[src/rtl/ls_sequencer.sv]
// Moore load/store control sequencer: fetch (T0-T2), address calc (T3-T5), memory access (T6-T7).
// Define LS_MEM_WAIT_EN to stall memory states until MemReady; otherwise each takes one cycle.
module ls_sequencer #(
    parameter int             DATA_W = 32,
    parameter int             OPC_W  = 5,
    parameter logic [OPC_W-1:0] OPC_LD  = 5'b00000,
    parameter logic [OPC_W-1:0] OPC_LDI = 5'b00001,
    parameter logic [OPC_W-1:0] OPC_ST  = 5'b00010
) (
    input  logic              Clock,
    input  logic              Reset_n,
    input  logic              Run,
    input  logic [DATA_W-1:0] IR,
    input  logic              MemReady,
    output logic              PCout,
    output logic              PCin,
    output logic              IncPC,
    output logic              MARin,
    output logic              MDRin,
    output logic              MDRout,
    output logic              IRin,
    output logic              Yin,
    output logic              Zin,
    output logic              ZLOout,
    output logic              Cout,
    output logic              BAout,
    output logic              Gra,
    output logic              Grb,
    output logic              Rin,
    output logic              Rout,
    output logic              Read,
    output logic              Write,
    output logic              Busy,
    output logic              Done,
    output logic              Illegal,
    output logic [3:0]        Step
);

    typedef enum logic [3:0] {
        IDLE = 4'd0,
        T0   = 4'd1,
        T1   = 4'd2,
        T2   = 4'd3,
        T3   = 4'd4,
        T4   = 4'd5,
        T5   = 4'd6,
        T6   = 4'd7,
        T7   = 4'd8
    } state_t;

    state_t           state, state_nxt;
    logic [OPC_W-1:0] opc_q;
    logic [OPC_W-1:0] opc_ir;
    logic             ir_ok;
    logic             is_ld, is_ldi, is_st;
    logic             mem_go;

    assign opc_ir = IR[DATA_W-1 -: OPC_W];
    assign ir_ok  = (opc_ir == OPC_LD) || (opc_ir == OPC_LDI) || (opc_ir == OPC_ST);
    assign is_ld  = (opc_q == OPC_LD);
    assign is_ldi = (opc_q == OPC_LDI);
    assign is_st  = (opc_q == OPC_ST);

`ifdef LS_MEM_WAIT_EN
    assign mem_go = MemReady;
`else
    assign mem_go = 1'b1;
`endif

    // Operand bits of IR belong to the datapath; MemReady is only consumed in the wait build.
    logic unused_in;
    assign unused_in = ^{IR[DATA_W-OPC_W-1:0], MemReady};

    always_ff @(posedge Clock) begin
        if (!Reset_n) begin
            state <= IDLE;
            opc_q <= '0;
        end else begin
            state <= state_nxt;
            if (state == T3)
                opc_q <= opc_ir;
        end
    end

    always_comb begin
        state_nxt = state;
        case (state)
            IDLE:    if (Run) state_nxt = T0;
            T0:      state_nxt = T1;
            T1:      if (mem_go) state_nxt = T2;
            T2:      state_nxt = T3;
            T3:      state_nxt = ir_ok ? T4 : IDLE;
            T4:      state_nxt = T5;
            T5:      state_nxt = is_ldi ? IDLE : T6;
            T6:      if (!is_ld || mem_go) state_nxt = T7;
            T7:      if (!is_st || mem_go) state_nxt = IDLE;
            default: state_nxt = IDLE;
        endcase
    end

    // IR is itself a register loaded in T2, so the T3 Illegal decode stays a Moore output.
    always_comb begin
        PCout   = 1'b0;
        PCin    = 1'b0;
        IncPC   = 1'b0;
        MARin   = 1'b0;
        MDRin   = 1'b0;
        MDRout  = 1'b0;
        IRin    = 1'b0;
        Yin     = 1'b0;
        Zin     = 1'b0;
        ZLOout  = 1'b0;
        Cout    = 1'b0;
        BAout   = 1'b0;
        Gra     = 1'b0;
        Grb     = 1'b0;
        Rin     = 1'b0;
        Rout    = 1'b0;
        Read    = 1'b0;
        Write   = 1'b0;
        Done    = 1'b0;
        Illegal = 1'b0;
        case (state)
            T0: begin
                PCout = 1'b1;
                MARin = 1'b1;
                IncPC = 1'b1;
                Zin   = 1'b1;
            end
            T1: begin
                ZLOout = 1'b1;
                PCin   = 1'b1;
                Read   = 1'b1;
                MDRin  = 1'b1;
            end
            T2: begin
                MDRout = 1'b1;
                IRin   = 1'b1;
            end
            T3: begin
                Grb     = 1'b1;
                BAout   = 1'b1;
                Yin     = 1'b1;
                Illegal = !ir_ok;
            end
            T4: begin
                Cout = 1'b1;
                Zin  = 1'b1;
            end
            T5: begin
                ZLOout = 1'b1;
                if (is_ldi) begin
                    Gra  = 1'b1;
                    Rin  = 1'b1;
                    Done = 1'b1;
                end else begin
                    MARin = 1'b1;
                end
            end
            T6: begin
                if (is_ld) begin
                    Read  = 1'b1;
                    MDRin = 1'b1;
                end else if (is_st) begin
                    Gra   = 1'b1;
                    Rout  = 1'b1;
                    MDRin = 1'b1;
                end
            end
            T7: begin
                if (is_ld) begin
                    MDRout = 1'b1;
                    Gra    = 1'b1;
                    Rin    = 1'b1;
                    Done   = 1'b1;
                end else if (is_st) begin
                    Write = 1'b1;
                    Done  = 1'b1;
                end
            end
            default: ;
        endcase
    end

    assign Busy = (state != IDLE);
    assign Step = 4'(state);

endmodule

[config.mk]
export PLATFORM = sky130hd
export DESIGN_NAME = ls_sequencer
export DESIGN_NICKNAME = d
export VERILOG_FILES = /design/src/rtl/ls_sequencer.sv
export SDC_FILE = /design/constraint.sdc
export NUM_CORES = 1
export LEC_CHECK = 0
export ABC_AREA = 0
export CORE_MARGIN = 5
export CORE_UTILIZATION = 30
export CTS_CLUSTER_DIAMETER = 80
export DETAILED_ROUTE_END_ITERATION = 6
export DONT_BUFFER_PORTS = 1
export GPL_ROUTABILITY_DRIVEN = 0
export PLACE_DENSITY_LB_ADDON = 0.08
export SLEW_MARGIN = 30
export SYNTH_ARGS = -nofsm -noshare
export SYNTH_HDL_FRONTEND = slang
export SYNTH_SLANG_ARGS = --single-unit
export TNS_END_PERCENT = 1
[constraint.sdc]
create_clock -name Clock -period 3.41 [get_ports Clock]
set_input_delay 0.682 -clock Clock [delete_from_list [all_inputs] [get_ports Clock]]
set_output_delay 0.682 -clock Clock [all_outputs]
set_load 0.01 [all_outputs]
======== After elaboration in Yosys (flattened, before gate mapping) ========
Index checks and enable logic that the tools add are counted.
storage, ports and cells
  logic and storage cells ................. 51
  input bits .............................. 36
  register bits after elaboration ......... 9
  output and inout bits ................... 25
operators by class
  reductions and logical operators ........ 9
  eq/ne operators ......................... 13
  multiplexer cells ....................... 27
operator list
  kind                count
  $pmux 4 s8          1
  $eq 4x3->1 const B  4
  $mux 1              16
  $pmux 1 s2          6
  $eq 5x1->1 const B  2
  $eq 5x2->1 const B  2
  $logic_not 5->1     2
  $eq 4x2->1 const B  2
  $mux 3              2
  $eq 4x1->1 const B  1
  $eq 4x4->1 const B  1
  $logic_not 4->1     1
  $mux 4              1
  $reduce_bool 4->1   1
  $reduce_or 2->1     2
  $pmux 1 s3          1
  $logic_or 1x1->1    2
  $ne 2x2->1 const B  1
  $logic_not 1->1     1

======== Logic depth before layout (Yosys ltp) ========
Gate-level depths: netlist (run 1).
  depth in word-level cells ............... 5
  gate-level depth with buffers ........... 5
  depth with buffers taken out ............ 3

======== Least setup slack after synthesis (run 1) ========
Ideal clock, no wire load.
  kind .................................... flip-flop to output port
  start point ............................. register state[3], in the netlist Step[3]
  end point ............................... output PCout
  stages on the path, launching flop included .. 5
  path buffers ............................ 2
  required time ........................... 2.728 ns
  data arrival time ....................... 1.223 ns
  setup slack ............................. 1.505 ns
  path through ............................ dfxtp_1 -> buf_2 -> nand2b_1 -> nor3_1 -> buf_4
on the way
  longest elaborated chain between the ends .. 2
ends and longest elaborated chain
  what                    line  source
  from (decl)             51    state_t state, state_nxt;
  from (signal assigned)  79    state <= state_nxt;
  $eq 4x1->1              --
  $mux 1                  --
  to (decl)               15    output logic PCout,
No other way between the ends.

======== Final worst setup path (run 1) ========
  start point ............................. register state[0], in the netlist Step[0]
  end point ............................... output PCout
The elaborated chain is that of the path after synthesis.

==> metrics.txt, run 1 <==
CP Data Required Time=between 2000 and 3000 ps; Max IR drop VDD=257 uV; share of the synthesized area in the top cell type=0.235; die height=a little over 60 um; DR WL/cell=16.9 um; Synth Area in Adders=0; compound-cell area share of the yosys netlist=0.186; clock tree from TritonCTS=done; yosys warns=0; clk_lat worst skew=approximately 250 ps; worst-path fanout max=18; reg2reg start=Step[2]$_SDFFE_PN0P_; met1 usage=0.150; Hold EP=Step[3]$_SDFFE_PN0P_; Bufs on Longest Clock Path=2; ANT cells=0; total number of vias=658; Post-synth EDFFs=0; cell row count=18; root buffer cell=clkbuf_4; nets=approximately 130; post_cts resized=0; post-synthesis cell area=766 um2; largest family of logic cells by synthesized area=simple AND/OR/NAND/NOR gates; FMAX=approximately 410 MHz; IO Port Bufs=0; post-DR vias/cell=between 5 and 6; Worst EP arrival=between 1500 and 2000 ps; Initial Util=0.312; met2 Use GR=0.185; leakage=0.264 nW; Tcrit/Tclk final=0.715; area leader, netlist=dfxtp_1; initial DRC count=33; RSZ-0062 raised after global routing=false; Register-to-Register Path Depth=4; antenna violations before repair=0; start point of the worst hold path=Reset_n; area grow syn2layout=-0.653%; hold crit path type=input pin to flip-flop; Hold WS=between 500 and 600 ps; Top Ports=slightly above 60; crit start category=flip-flop; CTS Buf Count=3; vias in the first global route=651; layout cells sized above 1=0.101; Slew headroom=0.516; core area=2450 um2; # setup viols final=0; count leader, synth=nor2_1; total iterations of the first detailed-routing run=4; status=finished, final reports clean; critical path capture point type=output pin; antenna-violating nets left=0; post-synthesis mux area share=0.0654; Final Skew=around 2.5 ps; first-pass GRT wire length=about 3.2 mm; Top FF cell, synth=dfxtp_1; CTS Sinks=9; grt total ovfl=0; H-Tree Depth=1; RR Endpoint=opc_q[2]$_SDFFE_PN0P_; top post-synthesis cells by count=11 x nor2_1, 10 x nor2b_1, 9 x dfxtp_1; Syn Nets=130; r2r setup slk=approximately 1700 ps; Finished Core Util=0.310; post-layout min period=~2400 ps; clock slew at reported path FFs=around 60 ps; post-cts hold buffer count=0; postcts setup bufs=0; post-synthesis xor/xnor area fraction=0.0114; Hold Vio Cnt, Final=0; largest net degree at the start of global routing=19; Post-Route WL=between 2 and 2.5 mm; Post-Syn Area per Cell=around 8.1 um2; total track usage=0.117; Seq/Total Area, Yosys=0.235; Die ar.=3660 um2; setup_tns=0 ps; Max Cap Viol=0; gr busiest metal=met2; Unique masters post-synth=36; dpl hpwl=about 1.5 mm; Cells after Synth=94; grt met3 use=0.0617; Synth area leaders=dfxtp_1 24%, nor2b_1 8.2%, mux2i_1 6.5%; WS Path Type=flip-flop to output pin; drt drc=0; WHS Path Cells=1; Least-Margin Pin Slew=between 700 and 800 ps; Die Span X=roughly 61 um; Power Density=342 nW/um2; max-slew violation count=0; Simple-Gate Fraction of Synth Area=0.387; Yosys reg bits=9; async set or reset register ratio after synthesis=0
## final cells by class
cell class | instances | area, um2
Multi-Input combinational cell | 72 | 498
Inverter | 3 | 11.3
Clock buffer | 4 | 26.3
Sequential cell | 9 | 180
Tap cell | 30 | 37.5
Timing Repair Buffer | 1 | 7.51
Fill cell | 277 | 1690
## kinds of logic (layout without fill, tap and decap cells)
family                    count (synthesis)  in the layout
muxes                                     5              5
and+or+nand+nor                          49             49
DFF                                       9              9
xor gates and xnor gates                  1              1
AOI/OAI and AO/OA                        17             17
buffers and inverters                    13              8
## flip-flops by register name (all words and copies together) (netlist names)
register,count
Step,4
opc_q,5
## how the worst max path moves through the flow
stage,start,endpoint,slack [ps],cells past startpoint
3_3_place_gp,Step[0]$_SDFFE_PN0P_,IncPC,1240,2
4_1_cts,Step[0]$_SDFFE_PN0P_,PCout,930,2
2_1_floorplan,Step[3]$_SDFFE_PN0P_,PCout,1510,4
6_report,Step[0]$_SDFFE_PN0P_,PCout,970,2
3_5_place_dp,Step[0]$_SDFFE_PN0P_,PCout,1220,2
5_1_grt,Step[0]$_SDFFE_PN0P_,IncPC,790,2
## power breakdown
group / switching [mW] / total [mW] / leakage (nW) / internal [mW]
sequential: 0.0193 / 0.128 / 0.0730 / 0.109
combinational: 0.0331 / 0.0511 / 0.176 / 0.0180
clock: 0.0355 / 0.0805 / 0.0150 / 0.0450
## layer usage
| layer | up-vias | part of all wire |
|---|---|---|
| li1 | 323 | - |
| met1 | 313 | 0.44 |
| met2 | 20 | 0.45 |
| met3 | 2 | 0.099 |
| met4 | 0 | 0.0045 |
| met5 | - | 0 |
## through the flow
| step | area, um2 | total power, mW | setup WS, ps | cells |
|---|---|---|---|---|
| after detailed placement | 734 | 0.183 | 1220 | 115 |
| after global placement | 734 | 0.182 | 1240 | 115 |
| after global routing | 761 | 0.279 | 787 | 119 |
| after CTS | 761 | 0.265 | 934 | 119 |
| final | 761 | 0.260 | 971 | 119 |
| after floorplan | 766 | 0.180 | 1510 | 94 |
## worst max-delay path, cell delays in order (launching register included)
cell      delay (ps)
dfxtp_1          780
nand2b_1         180
nor3_1           540
## layout by cell type (no fill, tap or decap), types with 2 or more instances in the layout
master | netlist | final
nor2_1 | 11 | 11
nand2_1 | 7 | 7
clkbuf_4 | 0 | 3
nand4_1 | 2 | 2
and2_1 | 2 | 2
dfxtp_1 | 9 | 9
nand2b_1 | 4 | 4
and3_1 | 2 | 2
and4b_1 | 2 | 2
nor3b_1 | 2 | 2
inv_1 | 3 | 3
mux2i_1 | 5 | 5
a21oi_1 | 4 | 4
nor2b_1 | 10 | 10
a31oi_1 | 2 | 2
Power figures use the tool's default switching activity.
==> inputs of run 2 (changes only) <==
clock period = 2.3 ns   (was 3.41 ns; I/O delays follow)
==> run 2 against run 1 <==
  * Via count is 4.4% higher
  * Utilization is 1.5 points higher
  * Final area is 4.9% higher
  * Clock power is 54% higher
  * Sequential share of layout area is 1.1 points lower
  * Global-route usage is 0.64 points higher
  * Wire length is 2.6% higher
  * Combinational power is 83% higher
  * Count of clock-buffer cells in the layout stayed put
  * Sequential power is 42% higher
  * Sequential cell count stayed put
  * Cell count is 4.2% higher
  * Largest cell class unchanged
  * Highest routed layer unchanged
==> metrics.txt, run 2 (same netlist as run 1, synthesis figures left out) <==
clock slew at reported path FFs=approximately 60 ps; CP Data Required Time=between 1500 and 2000 ps; DR WL/cell=~17 um; H-Tree Depth=1; area grow syn2layout=4.25%; total number of vias=687; status=finished, final reports clean; post-DR vias/cell=approximately 5.5; Initial Util=0.312; most common cell after layout, fill and taps aside=nor2_1; RSZ-0062 raised after global routing=false; clock power share=0.310; Max IR drop VDD=~240 uV; CTS Sinks=9; # setup viols final=0; max-slew violation count=0; Die Span X=60.5 um; post-place setup slack=approximately 450 ps; Power Density=between 500 and 600 nW/um2; leakage=between 0.2 and 0.3 nW; worst-path fanout max=7; antenna violations before repair=0; post-route worst setup slack=180 ps; dpl hpwl=between 1.5 and 2 mm; clock tree from TritonCTS=done; CTS Buf Count=3; drt drc=0; Finished Core Util=0.325; Hold Vio Cnt, Final=0; post-cts hold buffer count=0; largest net degree at the start of global routing=16; Flop pwr share=0.456; first-pass GRT wire length=3.38 mm; Least-Margin Pin Slew=roughly 550 ps; Largest Register=opc_q; max FFs per register=5; Top Ports=61; Sw Ratio=0.341; initial DRC count=18; postcts setup bufs=0; total track usage=0.124; die height=around 60 um; vias in the first global route=between 600 and 700; Bufs on Longest Clock Path=2; commonest non-fill, non-tap cells in the layout=11 x nor2_1, 10 x nor2b_1, 9 x dfxtp_1; nets=approximately 130; clk_lat worst skew=between 200 and 300 ps; crit start category=flip-flop; Tcrit/Tclk final=0.922; IO Port Bufs=0; final total power=roughly 0.40 mW; grt total ovfl=0; Worst EP arrival=between 1500 and 2000 ps; layout cells sized above 1=0.149; ANT cells=0; post_cts resized=0; WS Path Type=flip-flop to output pin; combinational share of power=0.235; Max Cap Viol=0; Die ar.=approximately 3700 um2; hold crit path type=input pin to flip-flop; total iterations of the first detailed-routing run=4; FMAX=about 470 MHz; internal power=0.263 mW; Net Sw Power=around 0.14 mW; Final Skew=approximately 4.9 ps; Slew headroom=0.636; Post-Route WL=2.07 mm; post-layout min period=around 2100 ps; setup_tns=0 ps; critical path capture point type=output pin; root buffer cell=clkbuf_4; core area=about 2500 um2; Fillers=about 270; cell row count=18; antenna-violating nets left=0
==> run 2: per-layer routing <==
| metal | vias to the layer above | share of wire | routed length [um] | global-route usage |
|---|---|---|---|---|
| li1 | 332 | - | - | - |
| met1 | 321 | 0.42 | 865 | 0.158 |
| met2 | 30 | 0.48 | 983 | 0.196 |
| met3 | 4 | 0.097 | 200 | 0.0383 |
| met4 | 0 | 0.0092 | 19 | 0.0464 |
| met5 | - | 0 | 0 | 0 |
==> run 2: per-stage QoR <==
step / hold slack (ps) / instances / instance area [um2]
2_1_floorplan: 534 / 94 / 766
3_3_place_gp: 556 / 120 / 772
3_5_place_dp: 571 / 120 / 772
4_1_cts: 316 / 124 / 798
5_1_grt: 318 / 124 / 798
6_report: 319 / 124 / 798
==> run 2: cell type report <==
type | count | area, um2 | area share
multi-input cells | 72 | 498 | 0.624
clock buffers | 4 | 26.3 | 0.0329
repair buffers | 6 | 45.0 | 0.0564
well taps | 30 | 37.5 | 0.0470
inverters | 3 | 11.3 | 0.0141
flip-flops and latches | 9 | 180 | 0.226
==> run 2: final timing paths <==
path / from / to / slack, ps / cells past startpoint
setup / recovery: opc_q[1]$_SDFFE_PN0P_ / Gra / 180 / 3
hold / removal: Reset_n / Step[3]$_SDFFE_PN0P_ / 320 / 1
setup reg to reg: Step[2]$_SDFFE_PN0P_ / opc_q[0]$_SDFFE_PN0P_ / 670 / 4
hold reg to reg: opc_q[2]$_SDFFE_PN0P_ / opc_q[2]$_SDFFE_PN0P_ / 570 / 2
==> run 2: worst max-delay path: stages, from the launching register on <==
cell and delay [ps]:
dfxtp_1 380, nor3_2 460, nand2_1 90, o32ai_1 480
==> run 2: power by group through the flow <==
stage	combinational [mW]	clock [mW]	sequential, mW
finish	0.0937	0.124	0.182
global route	0.105	0.139	0.184
CTS	0.0951	0.129	0.182
detailed placement	0.0949	0	0.186
global placement	0.0939	0	0.186
floorplan	0.0927	0	0.174
